### config.mk
export PLATFORM = sky130hd
export DESIGN_NAME = iter_chunk_mult
export DESIGN_NICKNAME = d
export VERILOG_FILES = /design/src/rtl/iter_chunk_mult.sv
export SDC_FILE = /design/constraint.sdc
export NUM_CORES = 1
export LEC_CHECK = 0
export CORE_MARGIN = 10
export CORE_UTILIZATION = 30
export DETAILED_ROUTE_END_ITERATION = 6
export DONT_BUFFER_PORTS = 1
export HOLD_SLACK_MARGIN = 0.02
export PLACE_DENSITY_LB_ADDON = 0.2
export RECOVER_POWER = 50
export SYNTH_ARGS = -nofsm -noshare
export SYNTH_HDL_FRONTEND = slang
export SYNTH_SLANG_ARGS = --single-unit
### constraint.sdc
create_clock -name CLK -period 10.7 [get_ports CLK]
set_input_delay 2.14 -clock CLK [delete_from_list [all_inputs] [get_ports CLK]]
set_output_delay 2.14 -clock CLK [all_outputs]
set_load 0.005 [all_outputs]
### src/rtl/iter_chunk_mult.sv
// Sequential integer multiplier: IN2 is consumed CHUNK bits per cycle and one
// shifted partial product IN1_mag*digit is accumulated each edge; signed mode uses sign-magnitude.
module iter_chunk_mult #(
    parameter int WIDTH = 32,
    parameter int CHUNK = 8
) (
    input  logic                 CLK,
    input  logic                 RST,
    input  logic [WIDTH-1:0]     IN1,
    input  logic [WIDTH-1:0]     IN2,
    input  logic                 SIGNED_MODE,
    input  logic                 IN_VALID,
    output logic                 IN_READY,
    output logic [2*WIDTH-1:0]   OUTPUT,
    output logic                 OUT_VALID,
    input  logic                 OUT_READY,
    output logic                 BUSY,
    output logic [1:0]           state_dbg
);

    localparam int NUM_CHUNKS = WIDTH / CHUNK;
    localparam int KW         = (NUM_CHUNKS > 1) ? $clog2(NUM_CHUNKS) : 1;

    generate
        if (CHUNK < 1 || (WIDTH % CHUNK) != 0) begin : g_bad_chunk
            $error("iter_chunk_mult: WIDTH must be a positive multiple of CHUNK");
        end
    endgenerate

    // Handshakes: a transfer happens on an edge where valid && ready are both high;
    // valid never depends combinationally on ready, and OUT_VALID/OUTPUT hold until taken.
    typedef enum logic [1:0] {
        S_IDLE = 2'd0,
        S_CALC = 2'd1,
        S_DONE = 2'd2
    } state_t;

    state_t                 state;
    state_t                 state_nxt;
    logic [WIDTH-1:0]       a_mag;
    logic [WIDTH-1:0]       b_mag;
    logic                   neg;
    logic [2*WIDTH-1:0]     acc;
    logic [KW-1:0]          k;

    logic                   accept;
    logic                   last_digit;
    logic                   in1_neg;
    logic                   in2_neg;
    logic [WIDTH-1:0]       in1_mag;
    logic [WIDTH-1:0]       in2_mag;
    logic [CHUNK-1:0]       digit;
    logic [WIDTH+CHUNK-1:0] pp;
    logic [2*WIDTH-1:0]     pp_ext;
    logic [2*WIDTH-1:0]     acc_sum;
    logic [2*WIDTH-1:0]     result;

    assign accept     = IN_VALID && IN_READY;
    assign last_digit = (k == KW'(NUM_CHUNKS - 1));

    // Magnitudes only in signed mode; -2^(WIDTH-1) maps to 2^(WIDTH-1), still WIDTH bits.
    assign in1_neg = SIGNED_MODE & IN1[WIDTH-1];
    assign in2_neg = SIGNED_MODE & IN2[WIDTH-1];
    assign in1_mag = in1_neg ? (~IN1 + WIDTH'(1)) : IN1;
    assign in2_mag = in2_neg ? (~IN2 + WIDTH'(1)) : IN2;

    // The single narrow WIDTH x CHUNK multiplier shared across all digits.
    assign digit = b_mag[int'(k)*CHUNK +: CHUNK];
    assign pp    = {{CHUNK{1'b0}}, a_mag} * {{WIDTH{1'b0}}, digit};

    always_comb begin
        pp_ext                    = '0;
        pp_ext[WIDTH+CHUNK-1:0]   = pp;
        acc_sum                   = acc + (pp_ext << (int'(k) * CHUNK));
        result                    = neg ? (~acc_sum + (2*WIDTH)'(1)) : acc_sum;
    end

    always_ff @(posedge CLK) begin
        if (RST) begin
            state <= S_IDLE;
        end else begin
            state <= state_nxt;
        end
    end

    always_comb begin
        state_nxt = state;
        case (state)
            S_IDLE:  if (accept)     state_nxt = S_CALC;
            S_CALC:  if (last_digit) state_nxt = S_DONE;
            S_DONE:  if (OUT_READY)  state_nxt = S_IDLE;
            default:                 state_nxt = S_IDLE;
        endcase
    end

    always_comb begin
        IN_READY  = (state == S_IDLE);
        OUT_VALID = (state == S_DONE);
        BUSY      = (state != S_IDLE);
        state_dbg = state;
    end

    always_ff @(posedge CLK) begin
        if (RST) begin
            a_mag  <= '0;
            b_mag  <= '0;
            neg    <= 1'b0;
            acc    <= '0;
            k      <= '0;
            OUTPUT <= '0;
        end else begin
            case (state)
                S_IDLE: begin
                    if (accept) begin
                        a_mag <= in1_mag;
                        b_mag <= in2_mag;
                        neg   <= SIGNED_MODE & (IN1[WIDTH-1] ^ IN2[WIDTH-1]);
                        acc   <= '0;
                        k     <= '0;
                    end
                end
                S_CALC: begin
                    acc <= acc_sum;
                    if (last_digit) begin
                        // k returns to 0 so the digit select stays in range while idle.
                        k      <= '0;
                        OUTPUT <= result;
                    end else begin
                        k <= k + KW'(1);
                    end
                end
                default: begin
                end
            endcase
        end
    end

endmodule

==> results of run 1 <==
-- flip-flops by register name (all words and copies together) (netlist names) --
| signal | flops |
|---|---|
| OUTPUT | 64 |
| neg | 1 |
| b_mag | 32 |
| state_dbg | 2 |
| acc | 64 |
| k | 2 |
| a_mag | 32 |
-- worst reg2reg max path, delay by kind of cell (launching register included) --
kind | cells | cell delay (ns)
buf+inv | 6 | 0.87
xor+xnor | 1 | 0.35
compound gates | 14 | 3.13
fa+ha+maj | 6 | 2.71
mux | 1 | 0.55
flops | 1 | 0.45
simple gates | 8 | 2.21
-- per-stage QoR --
step | utilization | area [µm²] | hold WS (ns) | power (W)
after floorplan | - | 23400 | 0.429 | 0.00196
after global placement | 0.324 | 25100 | 0.445 | 0.00252
after detailed placement | 0.324 | 25100 | 0.450 | 0.00252
after CTS | 0.332 | 25700 | 0.461 | 0.00327
after global routing | 0.340 | 26300 | 0.492 | 0.00356
final | 0.340 | 26300 | 0.460 | 0.00333
-- per-layer routing --
metal / routed length, µm / GRT usage / vias to the layer above / share of wire
li1: - / - / 10600 / -
met5: 57 / 0 / - / 0.00065
met1: 39800 / 0.245 / 10900 / 0.46
met3: 5160 / 0.0333 / 106 / 0.059
met4: 1760 / 0.0511 / 6 / 0.020
met2: 40400 / 0.298 / 554 / 0.46
-- power breakdown --
group | internal [W] | total [W] | leakage (nW) | switching, W
Sequential | 0.000770 | 0.000841 | 1.60 | 0.0000707
Combinational | 0.000654 | 0.00176 | 8.88 | 0.00110
Clock | 0.000382 | 0.000734 | 0.299 | 0.000352
Total | 0.00181 | 0.00333 | 10.8 | 0.00152
-- worst max-delay path by stage --
stage / start / endpoint / cells after the start
3_5_place_dp: k[0] / OUTPUT[59] / 34
3_3_place_gp: k[0] / OUTPUT[54] / 32
2_1_floorplan: k[0] / OUTPUT[59] / 36
4_1_cts: k[0] / OUTPUT[59] / 34
5_1_grt: k[0] / OUTPUT[48] / 36
6_report: k[0] / OUTPUT[54] / 36
-- layout make-up --
| cell class | count | area, µm² | area share |
|---|---|---|---|
| clock inverters | 13 | 189 | 0.00718 |
| well taps | 1040 | 1300 | 0.0494 |
| diodes | 4 | 10.0 | 0.000380 |
| flip-flops and latches | 197 | 3950 | 0.150 |
| inverters | 226 | 848 | 0.0322 |
| repair buffers | 152 | 1170 | 0.0443 |
| clock buffers | 19 | 443 | 0.0168 |
| multi-input cells | 2438 | 18400 | 0.700 |
-- what timing repair did --
item	in CTS	in global routing
setup endpoints to repair	0	32
gates resized for setup	0	67
buffers inserted	0	18
-- cells in the final DEF (no fill, tap or decap), drive strengths merged, types with 36 or more instances in the layout --
cell type	count
o21ai	141
and2	227
xor2	79
fa	181
dfxtp	197
buf	151
nand2	298
nand4	37
a211oi	102
ha	127
nor2	270
inv	230
or3	36
a21oi	231
nand3	93
nor3	57
xnor2	103
-- kinds of logic after synthesis --
kind of cell    after synthesis  share of synthesized area
buf+inv                     398                     0.0649
mux                          34                     0.0190
flops                       197                      0.168
xor+xnor                    182                     0.0680
simple gates               1154                      0.248
fa+ha+maj                   308                      0.223
compound gates              752                      0.210
==> flow_metrics.tcl, run 1 <==
set metrics [dict create \
    status "complete, but fails checks" \
    failed_checks "max-capacitance violations, max-slew violations" \
    r2r-end "OUTPUT[54]" \
    synthesis.nets 3402 \
    wire_length_of_the_first_global_routing_pass_um 129000 \
    groute.usage.overall 0.183 \
    grt_max_degree 181 \
    detailroute.via_count 22200 \
    dieArea_mm2 0.0897 \
    area_growth_syn_to_layout_pct 12.4 \
    clockRootBuffer "clkbuf_16" \
    worst_ep_required_time_ns 11.13 \
    chipWidth_um 299 \
    post-dp-hpwl_um 65900 \
    rsz0062_at_grt "true" \
    r2r.worst_path.cells 36 \
    worstPathBufferInverterCount 6 \
    part_of_the_yosys_area_used_for_sequential_elements 0.168 \
    max_stage_delay_ns 0.62 \
    fillers 8344 \
    yosys-top-cells-area "dfxtp_1 (17%), fa_1 (15%), ha_1 (6.8%), and2_1 (6.0%), a21oi_1 (4.9%)" \
    rrSetupSlack_ns 0.39 \
    post_drt_via_cell_ratio 5.43 \
    synthesized_area_per_cell_um2 7.74 \
    path_class "flip-flop to flip-flop" \
    core_region_area_mm2 0.0775 \
    final_critical_path_setup_slack_ns 0.388 \
    final_cells 4089 \
    clk_path_buf_depth 2 \
    setup_viol 0 \
    timing.final.hold_violations 0 \
    clkSlewWorstSetupHoldPaths_ns 0.09 \
    critical-path-top-delay-family "compound AO/OA/AOI/OAI gates" \
    port_buffers 0 \
    synth-seq-cells 197 \
    worst_r2r_startpoint "k[0]" \
    post_synth_edffs 0 \
    final.setup.tns_ns 0 \
    timing.critical_path.to_type "flip-flop" \
    num_io_pins 138 \
    numClockSinks 197 \
    fp-row-count 102 \
    timing.critical_path.from_type "flip-flop" \
    tritoncts "done" \
    gp_congestion 0.901 \
    power.density_cell_area_mw_per_mm2 127 \
    initial_utilization 0.302 \
    async_reset_ff_frac 0 \
    min_to "b_mag[0]" \
    relSlewSlack -1.92 \
    post_route_ant_nets 0 \
    synth_top_cell_by_area "dfxtp_1" \
    post_route_cells_drive_above_1_share 0.0982 \
    clock.fmax_ghz 0.0970 \
    detail_route.iter0.violations 1787 \
    number_of_pins_with_negative_max_slew_slack_in_the_final_report 76 \
    cts.htree.levels 4 \
    drcViolationCount 0 \
    max_fanout_on_critical_path 18 \
    cap_viol_max_count 1 \
    finalNetCount 3409 \
    vias_in_the_first_global_route 21200 \
    netlist_area_mm2 0.0234 \
    place.detailed.instances 4027 \
    clkLatencyLatePin_ns 0.52 \
    finalCriticalPeriod_ns 10.31 \
    tightest_slew_ns 4.37 \
    power.static_leakage_nw 10.8 \
    share_of_the_clock_period_used_by_the_worst_path_after_layout 0.964 \
    syn-instance-count 3025 \
    wire_per_inst_um 21.3 \
    most_frequent_cells_after_synthesis "nand2_1 (298), nor2_1 (270), a21oi_1 (231), inv_1 (225), and2_1 (223)" \
    floorplan.die.height_um 299 \
    synth_cell_types 99 \
    detail_route.first_pass.iterations 5 \
    synthMostInstantiatedCell "nand2_1" \
    sum_of_routed_wire_length_over_all_layers_um 87200 \
    ir_drop_worst_case_vdd_mv 0.132 \
    worstPathArrival_ns 10.75 \
    synthFlopType "dfxtp_1" \
    synth_largest_type_area_fraction 0.168 \
    antenna_found_initial 4 \
    pre_cts_slack_ns 0.117 \
    synth.yosys.warnings 0 \
    min_path_type "flip-flop to flip-flop" \
    tritoncts.num_buffers 17 \
    critical-path-slowest-cell "or4_1" \
    clock-skew-final_ns 0.0351 \
    gr-total-overflow 0 \
    hold_path_depth 2 \
    worstHoldStart "b_mag[0]" \
    post_cts_hold_buffer_count 0 \
]
No activity file was read; power rests on OpenSTA's default activity.
==> run 2: changes to the inputs <==
Settings changed: ABC_AREA set to 1, PLACE_DENSITY set to 0.48, PLACE_DENSITY_LB_ADDON 0.2 to not set.
==> run 2 against run 1 <==
Net effect: the flow still finishes with violations (max-capacitance violations, max-slew violations); core utilization shrank 1.5 points; fmax increased by 5.9%; setup slack improved by 0.57 ns; clock skew down 0.0056 ns; non-clock buffer count is 126 lower; sequential cell count stayed put; routed wire length up 12%; die area up 8.3%; critical path type unchanged.
==> flow_metrics.tcl, run 2 <==
set metrics [dict create \
    status "complete, but fails checks" \
    failed_checks "max-capacitance violations, max-slew violations" \
    syn-instance-count 4245 \
    synthFlopType "dfxtp_1" \
    power.static_leakage_nw 14.1 \
    clkLatencyLatePin_ns 0.53 \
    floorplan.die.height_um 312 \
    cts.repair_timing.setup_buffer_count 0 \
    r2r.worst_path.cells 45 \
    top_regs "OUTPUT: 64 flops, acc: 64 flops" \
    timing.critical_path.from_type "flip-flop" \
    post-dp-hpwl_um 81300 \
    drcViolationCount 0 \
    numClockSinks 197 \
    hold_path_depth 2 \
    dieArea_mm2 0.0971 \
    post_drt_via_cell_ratio 4.85 \
    synthesized_area_per_cell_um2 6.01 \
    insertedDiodeCount 0 \
    synth_largest_type_area_fraction 0.190 \
    share_of_the_clock_period_used_by_the_worst_path_after_layout 0.910 \
    grt_max_degree 122 \
    post_synth_edffs 0 \
    timing.final.hold_violations 0 \
    detail_route.iter0.violations 2163 \
    number_of_pins_with_negative_max_slew_slack_in_the_final_report 324 \
    worstHoldStart "acc[2]" \
    groute.usage.overall 0.199 \
    async_reset_ff_frac 0 \
    post_cts_hold_buffer_count 0 \
    rsz0062_at_grt "false" \
    gp_congestion 0.966 \
    clkSlewWorstSetupHoldPaths_ns 0.08 \
    initial_utilization 0.304 \
    cts.htree.levels 4 \
    synth_top_cell_by_area "nand2_1" \
    wire_length_of_the_first_global_routing_pass_um 152000 \
    synth_cell_types 48 \
    min_to "acc[2]" \
    setup_viol 0 \
    synth-seq-cells 197 \
    synth.yosys.warnings 0 \
    worst_r2r_startpoint "k[0]" \
    post_cts_resize_count 0 \
    path_class "flip-flop to flip-flop" \
    min_path_type "flip-flop to flip-flop" \
    rrSetupSlack_ns 0.96 \
    mostFrequentLayoutCell "nand2_1" \
    clockRootBuffer "clkbuf_16" \
    wire_per_inst_um 18.4 \
    worstPathArrival_ns 10.16 \
    port_buffers 0 \
    fillers 9598 \
    r2r-end "OUTPUT[47]" \
    netlist_area_mm2 0.0255 \
    power.density_cell_area_mw_per_mm2 144 \
    synthesis.nets 4622 \
    antenna_found_initial 0 \
    ir_drop_worst_case_vdd_mv 0.150 \
    area_growth_syn_to_layout_pct 6.78 \
    most_frequent_cells_after_synthesis "nand2_1 (1,294), inv_1 (756), nor2_1 (530), a21oi_1 (243), nand3_1 (209)" \
    tightest_slew_ns 4.65 \
    max_fanout_on_critical_path 22 \
    clock.fmax_ghz 0.103 \
    finalNetCount 4545 \
    synthMostInstantiatedCell "nand2_1" \
    chipWidth_um 312 \
    clk_path_buf_depth 2 \
    fp-row-count 106 \
    finalCriticalPeriod_ns 9.74 \
    gr-total-overflow 0 \
    layout_common_cells "nand2_1 (1,294), inv_1 (753), nor2_1 (528), a21oi_1 (243), nand3_1 (209)" \
    max_stage_delay_ns 0.57 \
    timing.critical_path.to_type "flip-flop" \
    vias_in_the_first_global_route 25000 \
    clock-skew-final_ns 0.0295 \
    part_of_the_yosys_area_used_for_sequential_elements 0.155 \
    relSlewSlack -2.10 \
    critical-path-slowest-cell "fa_1" \
    sum_of_routed_wire_length_over_all_layers_um 97700 \
    worst_ep_required_time_ns 11.12 \
    cap_viol_max_count 5 \
    yosys-top-cells-area "nand2_1 (19%), dfxtp_1 (15%), fa_1 (14%), inv_1 (11%), nor2_1 (7.8%)" \
    tritoncts "done" \
    detailroute.via_count 25800 \
    power_w 0.00392 \
    post_route_cells_drive_above_1_share 0.0366 \
    num_io_pins 138 \
    timing.critical_path.mode_cell "nand2_1" \
    core_region_area_mm2 0.0840 \
    post_route_ant_nets 0 \
    final.setup.tns_ns 0 \
    crit_start "k[0]" \
    tritoncts.num_buffers 17 \
    detail_route.first_pass.iterations 6 \
]
-- run 2: power by group --
part           leakage, nW  switching, W  internal [W]  total [W]
clock network        0.294      0.000374      0.000338   0.000712
logic                 12.2       0.00169      0.000692    0.00239
registers             1.61     0.0000439      0.000780   0.000823
-- run 2: critical path: cells and delay by family, from the launching register on --
family | cells | cell delay [ns]
compound gates | 4 | 0.72
xor+xnor | 1 | 0.33
fa+ha+maj | 6 | 2.89
buf+inv | 7 | 0.84
flops | 1 | 0.50
simple gates | 27 | 4.34
-- run 2: worst max path at each step --
stage,slack (ns),end
final,0.96,OUTPUT[47]
after global placement,1.15,OUTPUT[47]
after CTS,1.17,OUTPUT[47]
after floorplan,2.90,OUTPUT[49]
after global routing,0.19,OUTPUT[47]
after detailed placement,1.20,OUTPUT[47]
-- run 2: per-layer routing --
metal,up-vias,share of wire,GRT usage
met3,74,0.047,0.0224
met1,12200,0.49,0.281
li1,12900,-,-
met2,548,0.44,0.317
met5,-,0,0
met4,0,0.022,0.0515
-- run 2: area by class of cell --
| cell class | count | area (µm²) | area share |
|---|---|---|---|
| inverters | 766 | 2880 | 0.106 |
| clock buffers | 18 | 439 | 0.0161 |
| repair buffers | 26 | 176 | 0.00648 |
| multi-input cells | 3160 | 18200 | 0.669 |
| flip-flops and latches | 197 | 3950 | 0.145 |
| well taps | 1134 | 1420 | 0.0521 |
| clock inverters | 14 | 160 | 0.00588 |
-- run 2: stage by stage --
| stage | setup slack [ns] | std cells | util | area, µm² | hold slack (ns) |
|---|---|---|---|---|---|
| 6_report | 0.960 | 5315 | 0.324 | 27200 | 0.475 |
| 5_1_grt | 0.195 | 5315 | 0.324 | 27200 | 0.496 |
| 4_1_cts | 1.17 | 5315 | 0.325 | 27300 | 0.474 |
| 3_5_place_dp | 1.20 | 5283 | 0.318 | 26700 | 0.460 |
| 3_3_place_gp | 1.15 | 5283 | 0.318 | 26700 | 0.453 |
| 2_1_floorplan | 2.90 | 4245 | - | 25500 | 0.445 |
-- run 2: logic make-up after synthesis --
| family | after synthesis | share of synthesized area |
|---|---|---|
| compound gates | 537 | 0.118 |
| xor+xnor | 99 | 0.0340 |
| fa+ha+maj | 308 | 0.204 |
| buf+inv | 888 | 0.132 |
| flops | 197 | 0.155 |
| mux | 7 | 0.00275 |
| simple gates | 2209 | 0.355 |
